`src/rtl/mem_access_ctrl.sv`:
```
// Load/store controller for the MEM stage: alignment check, byte-lane
// steering, wait-state tolerant memory handshake and load extension.
module mem_access_ctrl #(
    parameter int unsigned TIMEOUT_CYCLES = 255
) (
    input  logic        clk,
    input  logic        rst_n,
    input  logic        req_valid,
    input  logic        req_we,
    input  logic [1:0]  req_sz,
    input  logic        req_sign,
    input  logic [31:0] req_addr,
    input  logic [31:0] req_wdata,
    output logic        stall_o,
    output logic        done_o,
    output logic [31:0] load_data_o,
    output logic        exc_o,
    output logic [1:0]  exc_code_o,
    output logic [31:0] bad_addr_o,
    output logic [31:0] mem_address,
    output logic [31:0] mem_wdata,
    output logic [3:0]  mem_byte_en,
    output logic        mem_rd,
    output logic        mem_wr,
    input  logic [31:0] mem_rdata,
    input  logic        mem_ready
);

    typedef enum logic {
        IDLE,
        ACCESS
    } state_t;

    localparam logic [8:0] LIMIT = 9'(TIMEOUT_CYCLES);

    state_t      state;
    logic [7:0]  cnt;
    logic [8:0]  cnt_nxt;
    logic [31:0] r_addr;
    logic        r_byte;
    logic        r_half;
    logic        r_sign;
    logic        r_we;

    logic        is_byte;
    logic        is_half;
    logic        aligned;
    logic        accept;
    logic [31:0] lane_wdata;
    logic [3:0]  lane_be;
    logic [7:0]  ld_byte;
    logic [15:0] ld_half;
    logic [31:0] ld_ext;

    assign is_byte = (req_sz == 2'b00);
    assign is_half = (req_sz == 2'b01);
    assign aligned = is_byte
                   | (is_half & ~req_addr[0])
                   | (~is_byte & ~is_half & (req_addr[1:0] == 2'b00));

    // The done/exc guard keeps the request being retired from re-entering.
    assign accept  = (state == IDLE) & req_valid & ~done_o & ~exc_o;
    assign stall_o = (state == ACCESS) | (accept & aligned);
    assign cnt_nxt = {1'b0, cnt} + 9'd1;

    always_comb begin
        lane_wdata = req_wdata;
        lane_be    = 4'b1111;
        unique case (1'b1)
            is_byte: begin
                lane_wdata = {4{req_wdata[7:0]}};
                lane_be    = 4'b0001 << req_addr[1:0];
            end
            is_half: begin
                lane_wdata = {2{req_wdata[15:0]}};
                lane_be    = req_addr[1] ? 4'b1100 : 4'b0011;
            end
            default: begin
            end
        endcase
    end

    always_comb begin
        ld_byte = mem_rdata[7:0];
        unique case (r_addr[1:0])
            2'd0: ld_byte = mem_rdata[7:0];
            2'd1: ld_byte = mem_rdata[15:8];
            2'd2: ld_byte = mem_rdata[23:16];
            2'd3: ld_byte = mem_rdata[31:24];
            default: ld_byte = mem_rdata[7:0];
        endcase
        ld_half = r_addr[1] ? mem_rdata[31:16] : mem_rdata[15:0];
        ld_ext  = mem_rdata;
        unique case (1'b1)
            r_byte:  ld_ext = {{24{r_sign & ld_byte[7]}}, ld_byte};
            r_half:  ld_ext = {{16{r_sign & ld_half[15]}}, ld_half};
            default: ld_ext = mem_rdata;
        endcase
    end

    always_ff @(posedge clk) begin
        if (!rst_n) begin
            state       <= IDLE;
            cnt         <= 8'd0;
            r_addr      <= 32'd0;
            r_byte      <= 1'b0;
            r_half      <= 1'b0;
            r_sign      <= 1'b0;
            r_we        <= 1'b0;
            done_o      <= 1'b0;
            load_data_o <= 32'd0;
            exc_o       <= 1'b0;
            exc_code_o  <= 2'b00;
            bad_addr_o  <= 32'd0;
            mem_address <= 32'd0;
            mem_wdata   <= 32'd0;
            mem_byte_en <= 4'd0;
            mem_rd      <= 1'b0;
            mem_wr      <= 1'b0;
        end else begin
            done_o      <= 1'b0;
            load_data_o <= 32'd0;
            exc_o       <= 1'b0;
            exc_code_o  <= 2'b00;
            bad_addr_o  <= 32'd0;
            unique case (state)
                IDLE: begin
                    if (accept && aligned) begin
                        state       <= ACCESS;
                        cnt         <= 8'd0;
                        r_addr      <= req_addr;
                        r_byte      <= is_byte;
                        r_half      <= is_half;
                        r_sign      <= req_sign;
                        r_we        <= req_we;
                        mem_address <= {req_addr[31:2], 2'b00};
                        mem_wdata   <= lane_wdata;
                        mem_byte_en <= lane_be;
                        mem_rd      <= ~req_we;
                        mem_wr      <= req_we;
                    end else if (accept) begin
                        exc_o      <= 1'b1;
                        exc_code_o <= {1'b0, req_we};
                        bad_addr_o <= req_addr;
                    end
                end
                ACCESS: begin
                    // A ready in the limit cycle still wins over the timeout.
                    if (mem_ready || cnt_nxt >= LIMIT) begin
                        state       <= IDLE;
                        cnt         <= 8'd0;
                        mem_address <= 32'd0;
                        mem_wdata   <= 32'd0;
                        mem_byte_en <= 4'd0;
                        mem_rd      <= 1'b0;
                        mem_wr      <= 1'b0;
                        if (mem_ready) begin
                            done_o      <= 1'b1;
                            load_data_o <= r_we ? 32'd0 : ld_ext;
                        end else begin
                            exc_o      <= 1'b1;
                            exc_code_o <= 2'b10;
                            bad_addr_o <= r_addr;
                        end
                    end else begin
                        cnt <= cnt_nxt[7:0];
                    end
                end
                default: state <= IDLE;
            endcase
        end
    end

endmodule

```
`config.mk`:
```
export PLATFORM = sky130hd
export DESIGN_NAME = mem_access_ctrl
export DESIGN_NICKNAME = d
export VERILOG_FILES = /design/src/rtl/mem_access_ctrl.sv
export SDC_FILE = /design/constraint.sdc
export NUM_CORES = 1
export LEC_CHECK = 0
export ABC_AREA = 1
export BUFFER_PORTS_ARGS = -buffer_cell sky130_fd_sc_hd__clkbuf_2
export CORE_UTILIZATION = 40
export CTS_CLUSTER_SIZE = 12
export DETAILED_ROUTE_END_ITERATION = 12
export HOLD_SLACK_MARGIN = 0.08
export PLACE_DENSITY = 0.67
export SETUP_SLACK_MARGIN = 0.05
export SLEW_MARGIN = 20
export SYNTH_ARGS = -nofsm -noshare
export SYNTH_HDL_FRONTEND = slang
export SYNTH_SLANG_ARGS = --single-unit
```
`constraint.sdc`:
```
create_clock -name clk -period 2.5 [get_ports clk]
set_input_delay 0.375 -clock clk [delete_from_list [all_inputs] [get_ports clk]]
set_output_delay 0.375 -clock clk [all_outputs]
set_load 0.01 [all_outputs]
```
==> results.tsv, run 1 <==
metric	value	unit
hold_buf cts	0	
Synth Flop Type	dfxtp_1	
Min-Delay Path Class	in2reg	
PostCTS Resize Cnt	0	
initial drt markers	335	
Worst slew margin	44.6	%
DR DRC count	0	
crit path from	state	
H-tree levels	4	
Post-CTS Repair Setup Buffers	0	
CP required	2120	ps
total gr overflow	0	
share of power burned in registers	45.8	%
post-route clock period utilization	88.0	%
Critical Path AT	1830	ps
syn avg cell area	7.57	um^2
share of layout cells above drive strength 1	27.3	%
Comb pwr share	12.6	%
n_diodes	0	
switching part of the total	27.9	%
library cells used by synthesis	36	
post-route minimum period	2200	ps
synthesized area	7120	um^2
Placed Cells	1374	
Core ar.	17400	um^2
die extent in x	135	um
Crit path top cell by count	inv_2	
crit-path max FO	13	
Area Growth Syn to Fin	27.9	%
reg-to-reg critical path endpoint	load_data_o[28]	
most frequent cells in the layout	240 x clkbuf_2, 233 x nand2_1, 181 x dfxtp_1	
GRT Overall Usage	22.6	%
final setup violation count	0	
fin. max-slew vios	0	
FF-to-FF path depth	7	
TNS Setup	0	ps
Reg clk slew, reported paths	80	ps
Pint	4.89	mW
Tot Pwr	6.77	mW
status	finished clean	
Clock power frac	41.6	%
initial antenna violation count	0	
commonest non-fill, non-tap cell in the layout	clkbuf_2	
slowest CP cell	dfxtp_1	
RSZ-0062 raised after global routing	no	
routed vias/inst	4.92	
site row count	48	
Max Cap Violations	0	
Max Freq	454	MHz
DIE AREA	18300	um^2
reg2reg start	r_addr[1]	
post-DP HPWL	14400	um
Synthesis Warnings	0	
antenna-violating nets left	0	
input/output buffers	240	
EDFF count, synth	0	
kind of start point of the critical path	register	
ys async rst share	0	%
slew at the pin closest to its max-slew limit	831	ps
WL/cell	14.6	um
Die Span Y	135	um
Syn Inst Count	941	
R2R Setup Slk	440	ps
Post-Layout Cell Count	1406	
CP Class	reg2out	
first-pass detailed-route iteration total	5	
Setup crit end kind	primary output	
gpl congestion	0.865	
worst vdd ir	0.490	mV
vias after detailed routing	6913	
clk sinks	181	
vias in the first global route	6281	
Max stage delay on crit path	500	ps
final hold vios	0	
final wirelength	20500	um
clock tree buffer depth	2	
post-synthesis register bit count	181	
clk_lat worst skew	440	ps
CTS tree	built	
Fin Clk Skew	18.9	ps
pwr/cell area	744	nW/um^2
CP Cell Sequence	inv_2, nand3_2, inv_2, nand2_2, inv_2, nor2_4, inv_4, clkbuf_2	
Leak Pwr	4.36	nW
share of the synthesized area in the top cell type	50.9	%
nets@finish	1274	
largest area contributor in the netlist	dfxtp_1	
Initial Util	41.0	%
share of the yosys chip area belonging to registers	50.9	%
Ports	243	
most area-consuming cells after synthesis	dfxtp_1 51%, nand2_1 12%, a21oi_1 8.0%	
TritonCTS Buffers	17	
pin count of the biggest net entering global routing	76	
crit path to	stall_o	
Net Switching	1.89	mW
Clock Tree Root	clkbuf_16	
first-pass GRT wire length	31800	um
[how the worst min path moves through the flow]
stage,endpoint,start,slack [ps],cells after the start
finish,bad_addr_o[29],req_addr[29],160,3
global route,bad_addr_o[29],req_addr[29],170,3
CTS,bad_addr_o[30],req_addr[30],160,3
detailed placement,bad_addr_o[15],r_addr[15],450,2
global placement,bad_addr_o[23],r_addr[23],430,2
floorplan,bad_addr_o[10],r_addr[10],430,2
[cells in the mapped netlist, drive strengths merged, types with 2 or more instances]
cell type / instances
nand3b: 2
nor2: 86
o22ai: 9
nand4: 3
dfxtp: 181
nand3: 17
nor3: 2
o211ai: 9
clkbuf: 21
nand2: 245
o21ai: 81
inv: 110
a21oi: 121
a22oi: 5
o21a: 3
clkinv: 3
a31oi: 7
ha: 2
o221ai: 3
buf: 27
[critical path, delay by kind of cell (launching register included)]
kind	cells	cell delay [ps]
buf+inv	5	540
simple gates	3	350
flops	1	500
[flip-flops by register name, summed over array words and instances, names as in the netlist]
signal       count
bad_addr_o      32
cnt              8
done_o           1
exc_code_o       2
exc_o            1
load_data_o     32
mem_address     30
mem_byte_en      4
mem_rd           1
mem_wdata       32
mem_wr           1
r_addr          32
r_byte           1
r_half           1
r_sign           1
r_we             1
state            1
[layout make-up]
class	count	area, um^2
Timing Repair Buffer	255	1340
Multi-Input combinational cell	600	2810
Fill cell	1740	8250
Tap cell	225	282
Inverter	113	428
Clock buffer	18	439
Clock inverter	14	186
Sequential cell	181	3620
[metrics by stage]
stage	instance area [um^2]	hold WS (ps)	setup WS (ps)	util, %
finish	9100	164	299	52.5
global route	9100	172	160	52.5
CTS	9100	156	283	52.5
detailed placement	8480	447	413	48.8
global placement	8480	432	438	48.8
floorplan	7120	429	754	-
[cells by family (layout without fill, tap and decap cells)]
group | count (synthesis) | after routing | share of synthesized area [%]
AND/OR/NAND/NOR | 356 | 356 | 20.6
other | 1 | 2 | 0.0527
flip-flops | 181 | 181 | 50.9
adder cells (fa/ha/maj) | 2 | 2 | 0.351
AO/OA/AOI/OAI | 240 | 240 | 18.4
buffers and inverters | 161 | 400 | 9.75
[routing by layer]
layer	vias to the layer above	share of wire (%)	GRT usage, %	routed length [um]
met3	25	8.0	6.32	1640
met2	277	47	36.3	9580
met1	3139	43	28.4	8860
met4	0	1.9	9.05	387
met5	-	0	0	0
li1	3472	-	-	-
[power by group through the flow]
stage / combinational (mW) / sequential, mW / clock (mW)
detailed placement: 0.854 / 3.17 / 0
finish: 0.854 / 3.10 / 2.82
floorplan: 0.485 / 3.20 / 0
global route: 0.948 / 3.12 / 3.00
global placement: 0.846 / 3.17 / 0
CTS: 0.859 / 3.10 / 2.87
Power figures use the tool's default switching activity.
==> run 2: changes to the inputs <==
--- a/config.mk
+++ b/config.mk
@@ -11,6 +11,7 @@
 export CTS_CLUSTER_SIZE = 12
 export DETAILED_ROUTE_END_ITERATION = 12
 export HOLD_SLACK_MARGIN = 0.08
+export MAX_ROUTING_LAYER = met4
 export PLACE_DENSITY = 0.67
 export SETUP_SLACK_MARGIN = 0.05
 export SLEW_MARGIN = 20
==> constraint.sdc (replaced) <==
create_clock -name clk -period 2.06 [get_ports clk]
set_input_delay 0.206 -clock clk [delete_from_list [all_inputs] [get_ports clk]]
set_output_delay 0.206 -clock clk [all_outputs]
set_load 0.01 [all_outputs]
==> results.tsv, run 2 (synthesis gave the netlist of run 1 again) <==
metric	value	unit
Pint	5.93	mW
WL/cell	14.9	um
DR DRC count	0	
status	finished clean	
Max Cap Violations	0	
crit path from	cnt[0]	
vias after detailed routing	7260	
R2R Setup Slk	100	ps
Initial Util	41.0	%
Fin Clk Skew	11.3	ps
routed vias/inst	4.90	
Setup crit end kind	register	
post-route clock period utilization	94.9	%
post-route minimum period	1960	ps
post-DP HPWL	14700	um
site row count	48	
post-layout util	58.3	%
gpl congestion	0.920	
final setup violation count	0	
RSZ-0062 raised after global routing	yes	
worst vdd ir	0.554	mV
hold slack	102	ps
share of power burned in registers	45.6	%
Core ar.	17400	um^2
fin. max-slew vios	0	
Area Growth Syn to Fin	42.2	%
Min-Delay Path Class	in2reg	
reg2reg start	cnt[0]	
Max Freq	511	MHz
first-pass detailed-route iteration total	5	
reg-to-reg critical path endpoint	mem_address[6]	
clock tree buffer depth	2	
pwr/cell area	818	nW/um^2
Clock Tree Root	clkbuf_16	
first-pass GRT wire length	32800	um
share of layout cells above drive strength 1	32.1	%
Critical Path AT	2220	ps
final wirelength	22100	um
clk sinks	181	
CTS tree	built	
kind of start point of the critical path	register	
Placed Area	8590	um^2
crit path to	mem_address[6]	
DIE AREA	18300	um^2
FF-to-FF path depth	11	
initial drt markers	422	
Reg clk slew, reported paths	70	ps
H-tree levels	4	
slew at the pin closest to its max-slew limit	1150	ps
commonest non-fill, non-tap cell in the layout	clkbuf_2	
clk_lat worst skew	430	ps
Worst slew margin	23.5	%
Tot Pwr	8.28	mW
die extent in x	135	um
crit-path max FO	6	
Clock power frac	38.6	%
TNS Setup	0	ps
initial antenna violation count	0	
nets@finish	1351	
Leak Pwr	4.80	nW
antenna-violating nets left	0	
n_diodes	0	
most frequent cells in the layout	240 x clkbuf_2, 203 x nand2_1, 179 x dfxtp_1	
Net Switching	2.35	mW
pin count of the biggest net entering global routing	95	
switching part of the total	28.4	%
Ports	243	
final hold vios	0	
GRT Overall Usage	23.8	%
Comb pwr share	15.8	%
CP Class	reg2reg	
CP required	2320	ps
TritonCTS Buffers	17	
vias in the first global route	6642	
input/output buffers	240	
design area	10100	um^2
total gr overflow	0	
Die Span Y	135	um
## run 2: changes by cell type in the layout (fill, tap and decap cells not counted), moves of 3 or more
cell	delta
a21oi_1	-15
a21oi_2	+15
buf_4	+16
buf_6	+6
clkbuf_16	+5
dlygate4sd3_1	+47
inv_8	+3
nand2_1	-30
nand2_2	+19
nand2_4	+13
## run 2: layout make-up
cell class	count	area, um^2
fill	1613	7230
sequential	181	3630
multi-input combinational	602	3060
timing repair buffer	330	2140
inverter	113	440
clock buffer	18	429
tap	225	282
clock inverter	13	141
## run 2: worst max-delay path, stage by stage, from the launching register on
cell       delay (ps)
dfxtp_4           390
buf_4             120
nand3_1           140
o21ai_0           180
nand2_1            90
nor2_1            140
nand2_1           130
nand3_4           170
nand2_8           130
clkbuf_16         190
nand2_2            60
a21oi_2            50
## run 2: power by group through the flow
stage	clock network (mW)	registers (mW)	logic, mW
after floorplan	0	3.88	0.588
after global placement	0	3.84	1.05
after detailed placement	0	3.84	1.06
after CTS	3.26	3.76	1.14
after global routing	3.43	3.79	1.43
final	3.20	3.77	1.31
## run 2: how the worst min path moves through the flow
| stage | start | depth (start not counted) | end | slack, ps |
|---|---|---|---|---|
| after CTS | req_wdata[16] | 3 | mem_wdata[16] | 80 |
| final | mem_rdata[12] | 3 | load_data_o[12] | 100 |
| after floorplan | req_we | 2 | exc_code_o[0] | 320 |
| after detailed placement | r_addr[14] | 2 | bad_addr_o[14] | 450 |
| after global placement | r_addr[24] | 2 | bad_addr_o[24] | 440 |
| after global routing | mem_rdata[12] | 3 | load_data_o[12] | 100 |
## run 2: repair_timing
action                     4_1_cts  5_1_grt
hold endpoints to repair       109        0
hold buffers                    47        0
setup buffers                    0        8
setup endpoints to repair        0      103
gates resized for setup          0       79
## run 2: routing by layer
| metal | global-route usage (%) | share of wire, % | routed length [um] |
|---|---|---|---|
| met2 | 37.3 | 47 | 10400 |
| met5 | - | 0 | 0 |
| met4 | 10.4 | 2.7 | 592 |
| met1 | 29.5 | 44 | 9660 |
| met3 | 5.09 | 6.6 | 1450 |
## run 2: through the flow
step / cells / worst slack (ps)
after floorplan: 942 / 314
after global placement: 1387 / 120
after global routing: 1482 / -22.9
after detailed placement: 1387 / 85.0
after CTS: 1465 / 73.6
final: 1482 / 105
